`config.mk`:
```
export PLATFORM = sky130hd
export DESIGN_NAME = cell_fetch_flat
export DESIGN_NICKNAME = d
export VERILOG_FILES = /design/src/rtl/life_pkg.sv /design/src/rtl/cell_fetch_if.sv /design/src/rtl/pipe_delay.sv /design/src/rtl/cell_fetch.sv /design/src/flat_wrapper.sv
export SDC_FILE = /design/constraint.sdc
export NUM_CORES = 1
export LEC_CHECK = 0
export CAP_MARGIN = 10
export CORE_MARGIN = 3
export CORE_UTILIZATION = 47
export CTS_CLUSTER_DIAMETER = 80
export CTS_CLUSTER_SIZE = 40
export DETAILED_ROUTE_END_ITERATION = 6
export GPL_TIMING_DRIVEN = 0
export HOLD_SLACK_MARGIN = 0.12
export PLACE_DENSITY = 0.83
export SLEW_MARGIN = 10
export SYNTH_ARGS = -nofsm -noshare
export SYNTH_HDL_FRONTEND = slang
export SYNTH_SLANG_ARGS = --single-unit
```
`constraint.sdc`:
```
create_clock -name clk_in -period 3.75 [get_ports clk_in]
set_clock_uncertainty 0.2 [all_clocks]
set_input_delay 0.5625 -clock clk_in [delete_from_list [all_inputs] [get_ports clk_in]]
set_output_delay 0.5625 -clock clk_in [all_outputs]
set_load 0.02 [all_outputs]
```
`src/rtl/life_pkg.sv`:
```
// Shared board geometry, address layout and helpers for the life display path.
package life_pkg;

   localparam int SCREEN_WIDTH  = 1024;
   localparam int SCREEN_HEIGHT = 768;
   localparam int CELL_LOG      = 3;
   localparam int WORD_W        = 16;

   localparam int BOARD_W       = SCREEN_WIDTH >> CELL_LOG;
   localparam int BOARD_H       = SCREEN_HEIGHT >> CELL_LOG;
   localparam int ROW_W         = 7;
   localparam int WORDCOL_W     = 3;
   localparam int BOARD_ADDR_W  = 11;

   localparam int HCOUNT_W      = 11;
   localparam int VCOUNT_W      = 10;

   // One bank holds 1024 words; each board row occupies an 8-word stripe.
   typedef struct packed {
      logic                 bank;
      logic [ROW_W-1:0]     row;
      logic [WORDCOL_W-1:0] wordcol;
   } board_addr_t;

   function automatic board_addr_t make_board_addr(
      input logic                 bank,
      input logic [ROW_W-1:0]     row,
      input logic [WORDCOL_W-1:0] wordcol
   );
      board_addr_t a;
      a.bank    = bank;
      a.row     = row;
      a.wordcol = wordcol;
      return a;
   endfunction

endpackage

```
`src/rtl/cell_fetch_if.sv`:
```
// Board RAM read port plus the bank-swap handshake with the life engine.
interface cell_fetch_if;
   import life_pkg::*;

   logic [BOARD_ADDR_W-1:0] rd_addr_out;
   logic [WORD_W-1:0]       rd_data_in;
   logic                    swap_req_in;
   logic                    swap_ack_out;

   modport master (
      output rd_addr_out,
      output swap_ack_out,
      input  rd_data_in,
      input  swap_req_in
   );

   modport slave (
      input  rd_addr_out,
      input  swap_ack_out,
      output rd_data_in,
      output swap_req_in
   );

endinterface

```
`src/rtl/pipe_delay.sv`:
```
// Width x depth shift register with asynchronous clear, used for side-band alignment.
module pipe_delay #(
   parameter int WIDTH = 1,
   parameter int DEPTH = 1
) (
   input  logic             i_clk,
   input  logic             i_rst,
   input  logic [WIDTH-1:0] i_d,
   output logic [WIDTH-1:0] o_q
);

   logic [WIDTH-1:0] r_stage [DEPTH];

   always_ff @(posedge i_clk or posedge i_rst) begin
      if (i_rst) begin
         for (int i = 0; i < DEPTH; i++) begin
            r_stage[i] <= '0;
         end
      end else begin
         r_stage[0] <= i_d;
         for (int i = 1; i < DEPTH; i++) begin
            r_stage[i] <= r_stage[i-1];
         end
      end
   end

   assign o_q = r_stage[DEPTH-1];

endmodule

```
`src/rtl/cell_fetch.sv`:
```
// Maps VGA pixels to board cells, reads the packed board and emits is_alive with 4-cycle aligned counters.
// Optional cursor overlay output is enabled by defining CELL_FETCH_CURSOR_EN.
module cell_fetch
   import life_pkg::*;
#(
   parameter int SCREEN_WIDTH  = life_pkg::SCREEN_WIDTH,
   parameter int SCREEN_HEIGHT = life_pkg::SCREEN_HEIGHT,
   parameter int CELL_LOG      = life_pkg::CELL_LOG,
   parameter int WORD_W        = life_pkg::WORD_W
) (
   input  logic                clk_in,
   input  logic                rst_in,
   input  logic [HCOUNT_W-1:0] hcount_in,
   input  logic [VCOUNT_W-1:0] vcount_in,
   cell_fetch_if.master        bus,
   output logic                display_bank_out,
   output logic                is_alive_out,
   output logic [HCOUNT_W-1:0] hcount_out,
   output logic [VCOUNT_W-1:0] vcount_out
`ifdef CELL_FETCH_CURSOR_EN
   ,
   input  logic [ROW_W-1:0]    cursor_x_in,
   input  logic [ROW_W-1:0]    cursor_y_in,
   output logic                cursor_out
`endif
);

   localparam int BIT_W  = $clog2(WORD_W);
   localparam int SIDE_W = 1 + BIT_W;
   localparam int CNT_W  = HCOUNT_W + VCOUNT_W;
   localparam logic [HCOUNT_W-1:0] LP_H_LIMIT = HCOUNT_W'(SCREEN_WIDTH);
   localparam logic [VCOUNT_W-1:0] LP_V_LIMIT = VCOUNT_W'(SCREEN_HEIGHT);

   logic [ROW_W-1:0]     w_row;
   logic [WORDCOL_W-1:0] w_wordcol;
   logic [BIT_W-1:0]     w_bit;
   logic                 w_active;
   logic                 w_boundary;
   logic                 w_swap;

   logic [SIDE_W-1:0]    w_side_d;
   logic                 w_active_d;
   logic [BIT_W-1:0]     w_bit_d;
   logic [CNT_W-1:0]     w_cnt_d;

   board_addr_t          r_addr;
   logic                 r_bank;
   logic                 r_ack;
   logic                 r_alive;

   // Cell column bits split into word column (upper) and bit-within-word (lower).
   assign w_row      = vcount_in[CELL_LOG +: ROW_W];
   assign w_wordcol  = hcount_in[CELL_LOG + BIT_W +: WORDCOL_W];
   assign w_bit      = hcount_in[CELL_LOG +: BIT_W];
   assign w_active   = (hcount_in < LP_H_LIMIT) && (vcount_in < LP_V_LIMIT);
   assign w_boundary = (hcount_in == '0) && (vcount_in == LP_V_LIMIT);
   assign w_swap     = w_boundary && bus.swap_req_in;

   // Stage 1: address issue; the bank bit is the registered select, so a swap affects only later fetches
   always_ff @(posedge clk_in or posedge rst_in) begin
      if (rst_in) begin
         r_addr <= '0;
         r_bank <= 1'b0;
         r_ack  <= 1'b0;
      end else begin
         r_addr <= make_board_addr(r_bank, w_row, w_wordcol);
         r_ack  <= w_swap;
         if (w_swap) begin
            r_bank <= ~r_bank;
         end
      end
   end

   // Stages 1-3: active/bit ride alongside the 2-cycle RAM read
   pipe_delay #(
      .WIDTH (SIDE_W),
      .DEPTH (3)
   ) u_side_pipe (
      .i_clk (clk_in),
      .i_rst (rst_in),
      .i_d   ({w_active, w_bit}),
      .o_q   (w_side_d)
   );

   assign w_active_d = w_side_d[SIDE_W-1];
   assign w_bit_d    = w_side_d[BIT_W-1:0];

   pipe_delay #(
      .WIDTH (CNT_W),
      .DEPTH (4)
   ) u_cnt_pipe (
      .i_clk (clk_in),
      .i_rst (rst_in),
      .i_d   ({hcount_in, vcount_in}),
      .o_q   (w_cnt_d)
   );

   // Stage 4: bit select from returned word, gated by the piped active flag
   always_ff @(posedge clk_in or posedge rst_in) begin
      if (rst_in) begin
         r_alive <= 1'b0;
      end else begin
         r_alive <= w_active_d & bus.rd_data_in[w_bit_d];
      end
   end

`ifdef CELL_FETCH_CURSOR_EN
   logic [HCOUNT_W-CELL_LOG-1:0] w_col;
   logic                         w_cursor_hit;

   assign w_col        = hcount_in[CELL_LOG +: HCOUNT_W-CELL_LOG];
   assign w_cursor_hit = w_active && (w_col == {1'b0, cursor_x_in}) && (w_row == cursor_y_in);

   pipe_delay #(
      .WIDTH (1),
      .DEPTH (4)
   ) u_cursor_pipe (
      .i_clk (clk_in),
      .i_rst (rst_in),
      .i_d   (w_cursor_hit),
      .o_q   (cursor_out)
   );
`endif

   assign bus.rd_addr_out  = r_addr;
   assign bus.swap_ack_out = r_ack;
   assign display_bank_out = r_bank;
   assign is_alive_out     = r_alive;
   assign hcount_out       = w_cnt_d[CNT_W-1 -: HCOUNT_W];
   assign vcount_out       = w_cnt_d[VCOUNT_W-1:0];

endmodule

```
`src/flat_wrapper.sv`:
```
// flat-port wrapper written by rule: the top's interface ports become plain ports
module cell_fetch_flat import life_pkg::*;
#(
   parameter int SCREEN_WIDTH  = life_pkg::SCREEN_WIDTH,
   parameter int SCREEN_HEIGHT = life_pkg::SCREEN_HEIGHT,
   parameter int CELL_LOG      = life_pkg::CELL_LOG,
   parameter int WORD_W        = life_pkg::WORD_W
)
  (clk_in, rst_in, hcount_in, vcount_in, display_bank_out, is_alive_out, hcount_out, vcount_out, bus_rd_addr_out, bus_swap_ack_out, bus_rd_data_in, bus_swap_req_in);
  cell_fetch_if bus_i ();
  input  logic clk_in;
  input  logic rst_in;
  input  logic [HCOUNT_W-1:0] hcount_in;
  input  logic [VCOUNT_W-1:0] vcount_in;
  output logic display_bank_out;
  output logic is_alive_out;
  output logic [HCOUNT_W-1:0] hcount_out;
  output logic [VCOUNT_W-1:0] vcount_out;
  output wire logic [$bits(bus_i.rd_addr_out)-1:0] bus_rd_addr_out;
  output wire logic [$bits(bus_i.swap_ack_out)-1:0] bus_swap_ack_out;
  input wire logic [$bits(bus_i.rd_data_in)-1:0] bus_rd_data_in;
  input wire logic [$bits(bus_i.swap_req_in)-1:0] bus_swap_req_in;
  assign bus_rd_addr_out = bus_i.rd_addr_out;
  assign bus_swap_ack_out = bus_i.swap_ack_out;
  assign bus_i.rd_data_in = bus_rd_data_in;
  assign bus_i.swap_req_in = bus_swap_req_in;
  cell_fetch #(.SCREEN_WIDTH(SCREEN_WIDTH), .SCREEN_HEIGHT(SCREEN_HEIGHT), .CELL_LOG(CELL_LOG), .WORD_W(WORD_W)) u_core (.clk_in(clk_in), .rst_in(rst_in), .hcount_in(hcount_in), .vcount_in(vcount_in), .bus(bus_i), .display_bank_out(display_bank_out), .is_alive_out(is_alive_out), .hcount_out(hcount_out), .vcount_out(vcount_out));
endmodule
```
==> flow_metrics.py, run 1 <==
metrics = {
    "critical_path": {
        "critPathCaptureType": "primary output",
        "critPathMaxFanout": 2,
        "cpMaxStageDelayCell": "clkdlybuf4s50_1",
        "cp_cell_sequence": "buf_4, clkdlybuf4s50_1",
        "rr_startpoint": "u_core.u_cnt_pipe.r_stage[34]",
        "required_ns": 2.99,
        "worstSetupPathType": "register to primary output",
        "arrival_ns": 1.40,
        "worst_setup_path_start_kind": "register",
        "cpPeakStageDelay_ns": 0.60,
        "critPathLaunch": "u_core.bus.rd_addr_out[4]",
    },
    "clock_network": {
        "htreeDepth": 3,
        "cts.sinks": 91,
        "clock_path_buffers": 2,
        "clk_pin_slew_ns": 0.08,
        "postCtsSetupBuffers": 0,
        "clk_latency_ns": 0.33,
        "clockRootBuffer": "clkbuf_8",
        "holdBufCountCts": 0,
        "numCtsBuffers": 9,
        "post_cts_resized": 0,
        "cts_tree": "done",
    },
    "finish": {
        "syn_to_final_growth_pct": 39.29,
        "nFillCells": 390,
        "n_antenna_cell": 0,
        "final_util_pct": 68.28,
        "drive_gt1_share_pct": 22.08,
        "layout.nets": 275,
    },
    "routing": {
        "drt-pass1-iter-count": 3,
        "drtIter0Drc": 42,
        "vias": 1279,
        "wl_per_cell_microns": 12.17,
        "drt-total-wl_microns": 3798,
        "ant_nets": 0,
        "viasPerCell": 4.099,
        "drc": 0,
    },
    "grt": {
        "antenna_found_initial": 0,
        "grt_use_total_pct": 12.23,
        "top_usage_layer": "met2",
        "grtUsageMet2_pct": 18.99,
        "globalRouteOverflowTotal": 0,
        "grt_max_degree": 49,
        "grt_pass1_wl_microns": 5858,
        "grt_pass1_vias": 1247,
        "met3_usage_pct": 4.338,
        "grt.met1_usage_pct": 15.06,
    },
    "placement": {
        "io_buffer_count": 74,
        "place_congestion": 0.6684,
        "hpwl_microns": 2749,
    },
    "sta": {
        "maxSlewHeadroom_pct": 64.96,
        "fin_tns_setup_ns": 0,
        "tightest_slew_ns": 0.5255,
        "finalCritPeriodShare_pct": 57.68,
        "slew_violations": 0,
        "post-route-min-period_ns": 2.163,
        "rsz0062_at_grt": "false",
        "hold_violations": 0,
        "max_freq_ghz": 0.4623,
        "timing.final.setup_violations": 0,
    },
    "synth": {
        "synth_seq_cells": 91,
        "synth.cell_area_sq_um": 2733,
        "syn_nets": 189,
        "yosys_warnings": 0,
        "seq_area_frac_synth_pct": 83.33,
        "yosysUniqueCellTypes": 20,
        "synthesis.instances": 149,
        "avgSynthCellArea_sq_um": 18.34,
    },
    "floorplanning": {
        "num_io_pins": 75,
        "dieArea_sq_um": 6765,
        "num_rows": 27,
        "initial_core_util_pct": 49.02,
        "die_w_microns": 82.25,
        "coreArea_sq_um": 5574,
        "die_y_microns": 82.25,
    },
    "power": {
        "ir_drop_uv": 439.2,
        "leakage_nw": 1.704,
        "powerDensity_nw_per_um2": 491.2,
        "design_power_total_w": 0.001870,
        "switchingPower_w": 0.0003952,
        "pwr-share-seq_pct": 55.9,
        "p_int_w": 0.001474,
        "combPwrFrac_pct": 8.9,
        "switching_share_pct": 21.14,
        "p_clk_share_pct": 35.3,
    },
    "status": {
        "outcome": "complete, no violations",
    },
    "hold_path": {
        "min_from": "u_core.u_cnt_pipe.r_stage[51]",
        "hp-class": "register to register",
    },
    "flow_run": {
        "maxCapViolCount": 0,
    },
}
[per-stage QoR]
step	instance area, sq um	instances	hold slack [ns]	setup slack [ns]
finish	3806	312	0.1500	1.587
global route	3806	312	0.1515	1.534
floorplan	2733	149	0.1312	0.6239
detailed placement	3593	296	0.1347	1.532
global placement	3563	295	0.1326	-0.4624
CTS	3806	312	0.1539	1.560
[power by group through the flow]
stage,clock network [W],logic (W),registers [W]
floorplan,0,0.0000770,0.00106
global placement,0,0.000163,0.00106
detailed placement,0,0.000169,0.00107
CTS,0.000679,0.000170,0.00105
global route,0.000721,0.000179,0.00105
finish,0.000659,0.000166,0.00104
[cells in the mapped netlist]
| cell type | number | area share (%) |
|---|---|---|
| buf_6 | 1 | 0.41 |
| nand3_1 | 2 | 0.37 |
| nand4_1 | 1 | 0.23 |
| nand3b_1 | 2 | 0.55 |
| o211ai_1 | 1 | 0.27 |
| xor2_1 | 1 | 0.32 |
| o22ai_1 | 1 | 0.23 |
| nor4b_1 | 1 | 0.32 |
| mux2i_1 | 3 | 1.1 |
| o311ai_1 | 1 | 0.32 |
| dfrtp_1 | 91 | 83 |
| a21oi_1 | 1 | 0.18 |
| buf_4 | 31 | 8.5 |
| inv_1 | 1 | 0.14 |
| nor2_1 | 1 | 0.14 |
| nand2b_1 | 2 | 0.46 |
| nor4_1 | 4 | 0.92 |
| nand2_1 | 1 | 0.14 |
| mux4_2 | 2 | 1.6 |
| mux2_2 | 1 | 0.41 |
[critical path, delay by kind of cell, from the launching register on]
family,cells,cell delay [ns]
buffers and inverters,2,0.71
flip-flops,1,0.36
[sequential cells by signal, summed over array words and instances, names as in the netlist]
name and flops:
u_core.bus.rd_addr_out 9, u_core.bus.swap_ack_out 1, u_core.display_bank_out 1, u_core.is_alive_out 1, u_core.u_cnt_pipe.o_q 21, u_core.u_cnt_pipe.r_stage 47, u_core.u_side_pipe.o_q 1, u_core.u_side_pipe.r_stage 10
[per-layer routing]
metal / wire, microns / share of wire, %
met1: 1606 / 42
met2: 1906 / 50
met3: 224 / 5.9
met4: 60 / 1.6
met5: 0 / 0
[layout by cell type, fill, tap and decap left out]
cell type / instances
clkbuf_8: 11
inv_4: 1
mux2i_1: 3
buf_6: 1
nand3b_1: 2
bufinv_16: 1
xor2_1: 1
nand2_1: 1
buf_16: 1
dfrtp_1: 91
o311ai_1: 1
o22ai_1: 1
mux2_2: 1
nor4_1: 4
nand4_1: 1
nand3_1: 2
nand2b_1: 2
clkinv_4: 3
clkdlybuf4s50_1: 74
o211ai_1: 1
nor4b_1: 1
a21oi_1: 1
nor2_1: 1
clkinv_2: 1
mux4_2: 2
buf_4: 31
[area by class of cell]
class	instances	area [sq um]	share of cell area, %
plain buffers	32	244.0	6.410
clock buffers	11	151.4	3.978
clock inverters	5	61.31	1.611
inverters	1	6.256	0.1644
multi-input cells	25	207.7	5.457
flip-flops and latches	91	2277	59.83
well taps	72	90.09	2.367
repair buffers	75	768.2	20.18
[worst paths after layout]
kind / slack (ns) / cells after the start / to
setup reg to reg: 2.09 / 5 / u_core.is_alive_out
hold reg to reg: 0.15 / 0 / u_core.u_cnt_pipe.r_stage[30]
hold / removal: 0.15 / 0 / u_core.u_cnt_pipe.r_stage[30]
max in group asynchronous: 2.34 / 3 / u_core.u_cnt_pipe.r_stage[21]
setup / recovery: 1.59 / 2 / bus_rd_addr_out[4]
min in group asynchronous: 0.42 / 2 / u_core.u_cnt_pipe.r_stage[47]
[cells by family (layout without fill, tap and decap cells)]
kind of cell              count (synthesis)  after routing  synth area share, %
DFF                                      91             91                83.33
buffers and inverters                    33            124                9.066
and+or+nand+nor                          14             14                3.113
muxes                                     6              6                3.159
AOI/OAI and AO/OA                         4              4                1.007
xor gates and xnor gates                  1              1               0.3206
Note: power is estimated with default switching activity, not from simulation.
==> run 2, diff against run 1 <==
- clock period: 3.75 -> 2.1 ns (I/O delays scaled with it)
==> flow_metrics.py, run 2 (synthesis results as in run 1) <==
metrics = {
    "critical_path": {
        "critPathTopFamily": "buffers and inverters",
        "worst_setup_path_start_kind": "register",
        "arrival_ns": 1.41,
        "critPathMaxFanout": 2,
        "required_ns": 1.58,
        "cpPeakStageDelay_ns": 0.61,
        "cp_cell_sequence": "buf_4, clkdlybuf4s50_1",
        "critPathCaptureType": "primary output",
        "worstSetupPathType": "register to primary output",
        "cpMaxStageDelayCell": "clkdlybuf4s50_1",
        "cp.buffers_inverters": 2,
    },
    "finish": {
        "layout.nets": 276,
        "drive_gt1_share_pct": 21.99,
        "largest_reg_flops": 47,
        "n_antenna_cell": 0,
        "top_register": "u_core.u_cnt_pipe.r_stage",
        "syn_to_final_growth_pct": 40.80,
        "final_cell_mix": "91 x dfrtp_1, 74 x clkdlybuf4s50_1, 31 x buf_4",
        "final_common_cell": "dfrtp_1",
    },
    "power": {
        "switchingPower_w": 0.0007233,
        "switching_share_pct": 20.46,
        "combPwrFrac_pct": 8.5,
        "ir_drop_uv": 677.7,
        "p_int_w": 0.002811,
        "design_power_total_w": 0.003534,
        "leakage_nw": 1.717,
        "p_clk_share_pct": 38.6,
        "powerDensity_nw_per_um2": 918.6,
        "pwr-share-seq_pct": 52.9,
    },
    "status": {
        "outcome": "complete, no violations",
    },
    "clock_network": {
        "clock_path_buffers": 2,
        "htreeDepth": 3,
        "numCtsBuffers": 9,
        "clk_latency_ns": 0.34,
        "clockRootBuffer": "clkbuf_8",
        "postCtsSetupBuffers": 0,
        "post_cts_resized": 0,
        "holdBufCountCts": 0,
        "cts_tree": "done",
        "cts.sinks": 91,
        "clk_pin_slew_ns": 0.08,
    },
    "grt": {
        "grt_max_degree": 33,
        "globalRouteOverflowTotal": 0,
        "grt_pass1_wl_microns": 6403,
        "grt_pass1_vias": 1326,
        "grt_use_total_pct": 13.78,
        "antenna_found_initial": 0,
    },
    "sta": {
        "tightest_slew_ns": 0.6184,
        "post-route-min-period_ns": 1.930,
        "fin_tns_setup_ns": 0,
        "finalCritPeriodShare_pct": 91.89,
        "timing.final.setup_violations": 0,
        "hold_violations": 0,
        "rsz0062_at_grt": "false",
        "slew_violations": 0,
        "maxSlewHeadroom_pct": 58.69,
        "max_freq_ghz": 0.5182,
    },
    "floorplanning": {
        "die_y_microns": 82.25,
        "num_rows": 27,
        "dieArea_sq_um": 6765,
        "die_w_microns": 82.25,
        "num_io_pins": 75,
        "initial_core_util_pct": 49.02,
        "coreArea_sq_um": 5574,
    },
    "placement": {
        "hpwl_microns": 3022,
        "place_congestion": 0.7021,
        "io_buffer_count": 74,
    },
    "routing": {
        "drtIter0Drc": 69,
        "drt-pass1-iter-count": 4,
        "drt-total-wl_microns": 4220,
        "vias": 1355,
        "ant_nets": 0,
        "drc": 0,
        "viasPerCell": 4.329,
        "wl_per_cell_microns": 13.48,
    },
    "hold_path": {
        "hp-class": "register to register",
    },
    "flow_run": {
        "maxCapViolCount": 0,
    },
}
==> run 2: cell count changes in the layout (fill, tap and decap cells not counted), sizes merged <==
| cell | delta |
|---|---|
| clkinvlp | +1 |
| clkinv | -2 |
| bufinv | +2 |
| buf | +1 |
| clkbuf | -1 |
==> run 2: stage by stage <==
step / util, % / setup slack [ns] / hold WS (ns) / instances / cell area (sq um)
after floorplan: - / 0.5213 / 0.1312 / 149 / 2736
after global placement: 64.00 / -0.3022 / 0.1321 / 295 / 3567
after detailed placement: 64.71 / 0.1632 / 0.1347 / 297 / 3607
after CTS: 69.02 / 0.1361 / 0.1511 / 313 / 3847
after global routing: 69.02 / 0.07949 / 0.1561 / 313 / 3847
final: 69.02 / 0.1703 / 0.1509 / 313 / 3847
==> run 2: metal layers <==
metal  part of all wire, %  global-route usage [%]  wire length, microns
met4                   3.0                   7.973                   128
met3                   6.8                   5.531                   288
met5                     0                       0                     0
met2                    51                   21.39                  2147
met1                    39                   16.24                  1656
==> run 2: final timing paths <==
| kind | from | end | slack (ns) | depth (start not counted) |
|---|---|---|---|---|
| setup / recovery | u_core.bus.rd_addr_out[1] | bus_rd_addr_out[1] | 0.17 | 2 |
| hold / removal | u_core.u_cnt_pipe.r_stage[38] | u_core.u_cnt_pipe.o_q[17] | 0.15 | 0 |
| setup reg to reg | u_core.u_cnt_pipe.r_stage[34] | u_core.is_alive_out | 0.39 | 5 |
| hold reg to reg | u_core.u_cnt_pipe.r_stage[38] | u_core.u_cnt_pipe.o_q[17] | 0.15 | 0 |
| max in group asynchronous | rst_in | u_core.u_side_pipe.r_stage[12] | 0.74 | 4 |
| min in group asynchronous | rst_in | u_core.u_cnt_pipe.r_stage[32] | 0.20 | 2 |
==> run 2: area by class of cell <==
type                    instances  area (sq um)
flip-flops and latches         91          2277
clock inverters                 6         112.6
inverters                       1         7.507
well taps                      72         90.09
plain buffers                  32         244.0
fillers                       380          1727
multi-input cells              25         207.7
repair buffers                 76         780.7
clock buffers                  10         127.6
==> run 2: power by group through the flow <==
stage	combinational (W)	sequential [W]	clock (W)
2_1_floorplan	0.000138	0.00189	0
3_3_place_gp	0.000291	0.00190	0
3_5_place_dp	0.000306	0.00190	0
4_1_cts	0.000307	0.00187	0.00141
5_1_grt	0.000323	0.00188	0.00147
6_report	0.000301	0.00187	0.00137
==> run 2: worst reg2reg max path: cells and delay by family, from the launching register on <==
kind                   cells  cell delay [ns]
muxes                      1             0.50
DFF                        1             0.37
AOI/OAI and AO/OA          2             0.21
and+or+nand+nor            1             0.16
buffers and inverters      1             0.15
==> run 3, diff against run 2 <==
- CAP_MARGIN: 10 -> 15
- CTS_CLUSTER_SIZE: 40 -> 24
==> flow_metrics.py, run 3 (synthesis results as in run 1) <==
metrics = {
    "grt": {
        "grt_pass1_vias": 1326,
        "grtUsageMet2_pct": 21.39,
        "grt_max_degree": 33,
        "globalRouteOverflowTotal": 0,
        "grt_use_total_pct": 13.78,
        "met3_usage_pct": 5.531,
        "antenna_found_initial": 0,
        "top_usage_layer": "met2",
        "grt_pass1_wl_microns": 6403,
        "grt.met1_usage_pct": 16.24,
    },
    "power": {
        "leakage_nw": 1.717,
        "ir_drop_uv": 677.7,
        "powerDensity_nw_per_um2": 918.6,
        "design_power_total_w": 0.003534,
    },
    "routing": {
        "ant_nets": 0,
        "drc": 0,
        "drt-pass1-iter-count": 4,
        "drt-total-wl_microns": 4220,
        "vias": 1355,
        "drtIter0Drc": 69,
        "viasPerCell": 4.329,
        "wl_per_cell_microns": 13.48,
    },
    "finish": {
        "largest_reg_flops": 47,
        "n_antenna_cell": 0,
        "final_cell_mix": "91 x dfrtp_1, 74 x clkdlybuf4s50_1, 31 x buf_4",
        "finalNonFillerCells": 313,
        "layout.nets": 276,
        "top_register": "u_core.u_cnt_pipe.r_stage",
        "syn_to_final_growth_pct": 40.80,
        "final_common_cell": "dfrtp_1",
        "drive_gt1_share_pct": 21.99,
    },
    "critical_path": {
        "reg2reg_slack_ns": 0.39,
        "arrival_ns": 1.41,
        "rr_startpoint": "u_core.u_cnt_pipe.r_stage[34]",
        "critPathMaxFanout": 2,
        "required_ns": 1.58,
        "critPathCaptureType": "primary output",
        "cpPeakStageDelay_ns": 0.61,
        "worstSetupPathType": "register to primary output",
        "reg2regPathDepth": 5,
        "cpMaxStageDelayCell": "clkdlybuf4s50_1",
        "timing.rr.end": "u_core.is_alive_out",
        "worst_setup_path_start_kind": "register",
        "cp_cell_sequence": "buf_4, clkdlybuf4s50_1",
    },
    "sta": {
        "hold_violations": 0,
        "post-route-min-period_ns": 1.930,
        "finalCritPeriodShare_pct": 91.89,
        "timing.final.setup_violations": 0,
        "slew_violations": 0,
        "rsz0062_at_grt": "false",
        "tightest_slew_ns": 0.6184,
        "maxSlewHeadroom_pct": 58.69,
        "max_freq_ghz": 0.5182,
    },
    "clock_network": {
        "postCtsSetupBuffers": 0,
        "post_cts_resized": 0,
        "clock_path_buffers": 2,
        "holdBufCountCts": 0,
        "numCtsBuffers": 9,
        "clk_latency_ns": 0.34,
        "htreeDepth": 3,
        "clk_pin_slew_ns": 0.08,
        "clockRootBuffer": "clkbuf_8",
        "cts.sinks": 91,
        "cts_tree": "done",
    },
    "hold_path": {
        "whs_endpoint": "u_core.u_cnt_pipe.o_q[17]",
        "hp-class": "register to register",
        "hold_depth": 0,
        "min_from": "u_core.u_cnt_pipe.r_stage[38]",
    },
    "placement": {
        "dp_cells": 297,
        "place_congestion": 0.7021,
        "io_buffer_count": 74,
        "hpwl_microns": 3022,
    },
    "status": {
        "outcome": "complete, no violations",
    },
    "floorplanning": {
        "num_rows": 27,
        "initial_core_util_pct": 49.02,
        "coreArea_sq_um": 5574,
        "num_io_pins": 75,
        "dieArea_sq_um": 6765,
        "die_y_microns": 82.25,
        "die_w_microns": 82.25,
    },
    "flow_run": {
        "maxCapViolCount": 0,
    },
}
==> run 3: cell counts in the layout (fill, tap and decap cells not counted) <==
No cell type changed its count.
==> run 3: area by class of cell <==
type	count	area, sq um
Inverter	1	7.507
Multi-Input combinational cell	25	207.7
Clock buffer	10	127.6
Buffer	32	244.0
Tap cell	72	90.09
Sequential cell	91	2277
Timing Repair Buffer	76	780.7
Clock inverter	6	112.6
Fill cell	380	1727
==> run 3: how the worst max path moves through the flow <==
stage,start,end,slack [ns],cells past startpoint
global placement,rst_in,u_core.bus.rd_addr_out[0],-0.30,2
global route,u_core.u_cnt_pipe.r_stage[72],bus_rd_addr_out[9],0.08,2
detailed placement,vcount_in[5],u_core.display_bank_out,0.16,5
finish,u_core.bus.rd_addr_out[1],bus_rd_addr_out[1],0.17,2
CTS,u_core.bus.rd_addr_out[1],bus_rd_addr_out[1],0.14,2
floorplan,rst_in,u_core.bus.rd_addr_out[0],0.52,1
==> run 3: where the power goes <==
part           total, W  switching [W]  internal [W]
sequential      0.00187      0.0000311       0.00184
combinational  0.000301       0.000121      0.000179
clock           0.00137       0.000571      0.000795
==> run 3: critical path: cells and delay by family, from the launching register on <==
kind,cells,cell delay [ns]
buffers and inverters,2,0.71
DFF,1,0.36
==> run 3: routing by layer <==
layer | wire, microns | vias to the layer above
li1 | - | 636
met1 | 1656 | 663
met2 | 2147 | 45
met3 | 288 | 11
met4 | 128 | 0
met5 | 0 | -
==> run 3: per-stage QoR <==
step                worst slack [ns]  utilization, %  instance area, sq um  hold slack [ns]  TNS, ns
floorplan                     0.5213               -                  2736           0.1312        0
global placement             -0.3022           64.00                  3567           0.1321   -27.09
detailed placement            0.1632           64.71                  3607           0.1347        0
CTS                           0.1361           69.02                  3847           0.1511        0
global route                 0.07949           69.02                  3847           0.1561        0
finish                        0.1703           69.02                  3847           0.1509        0
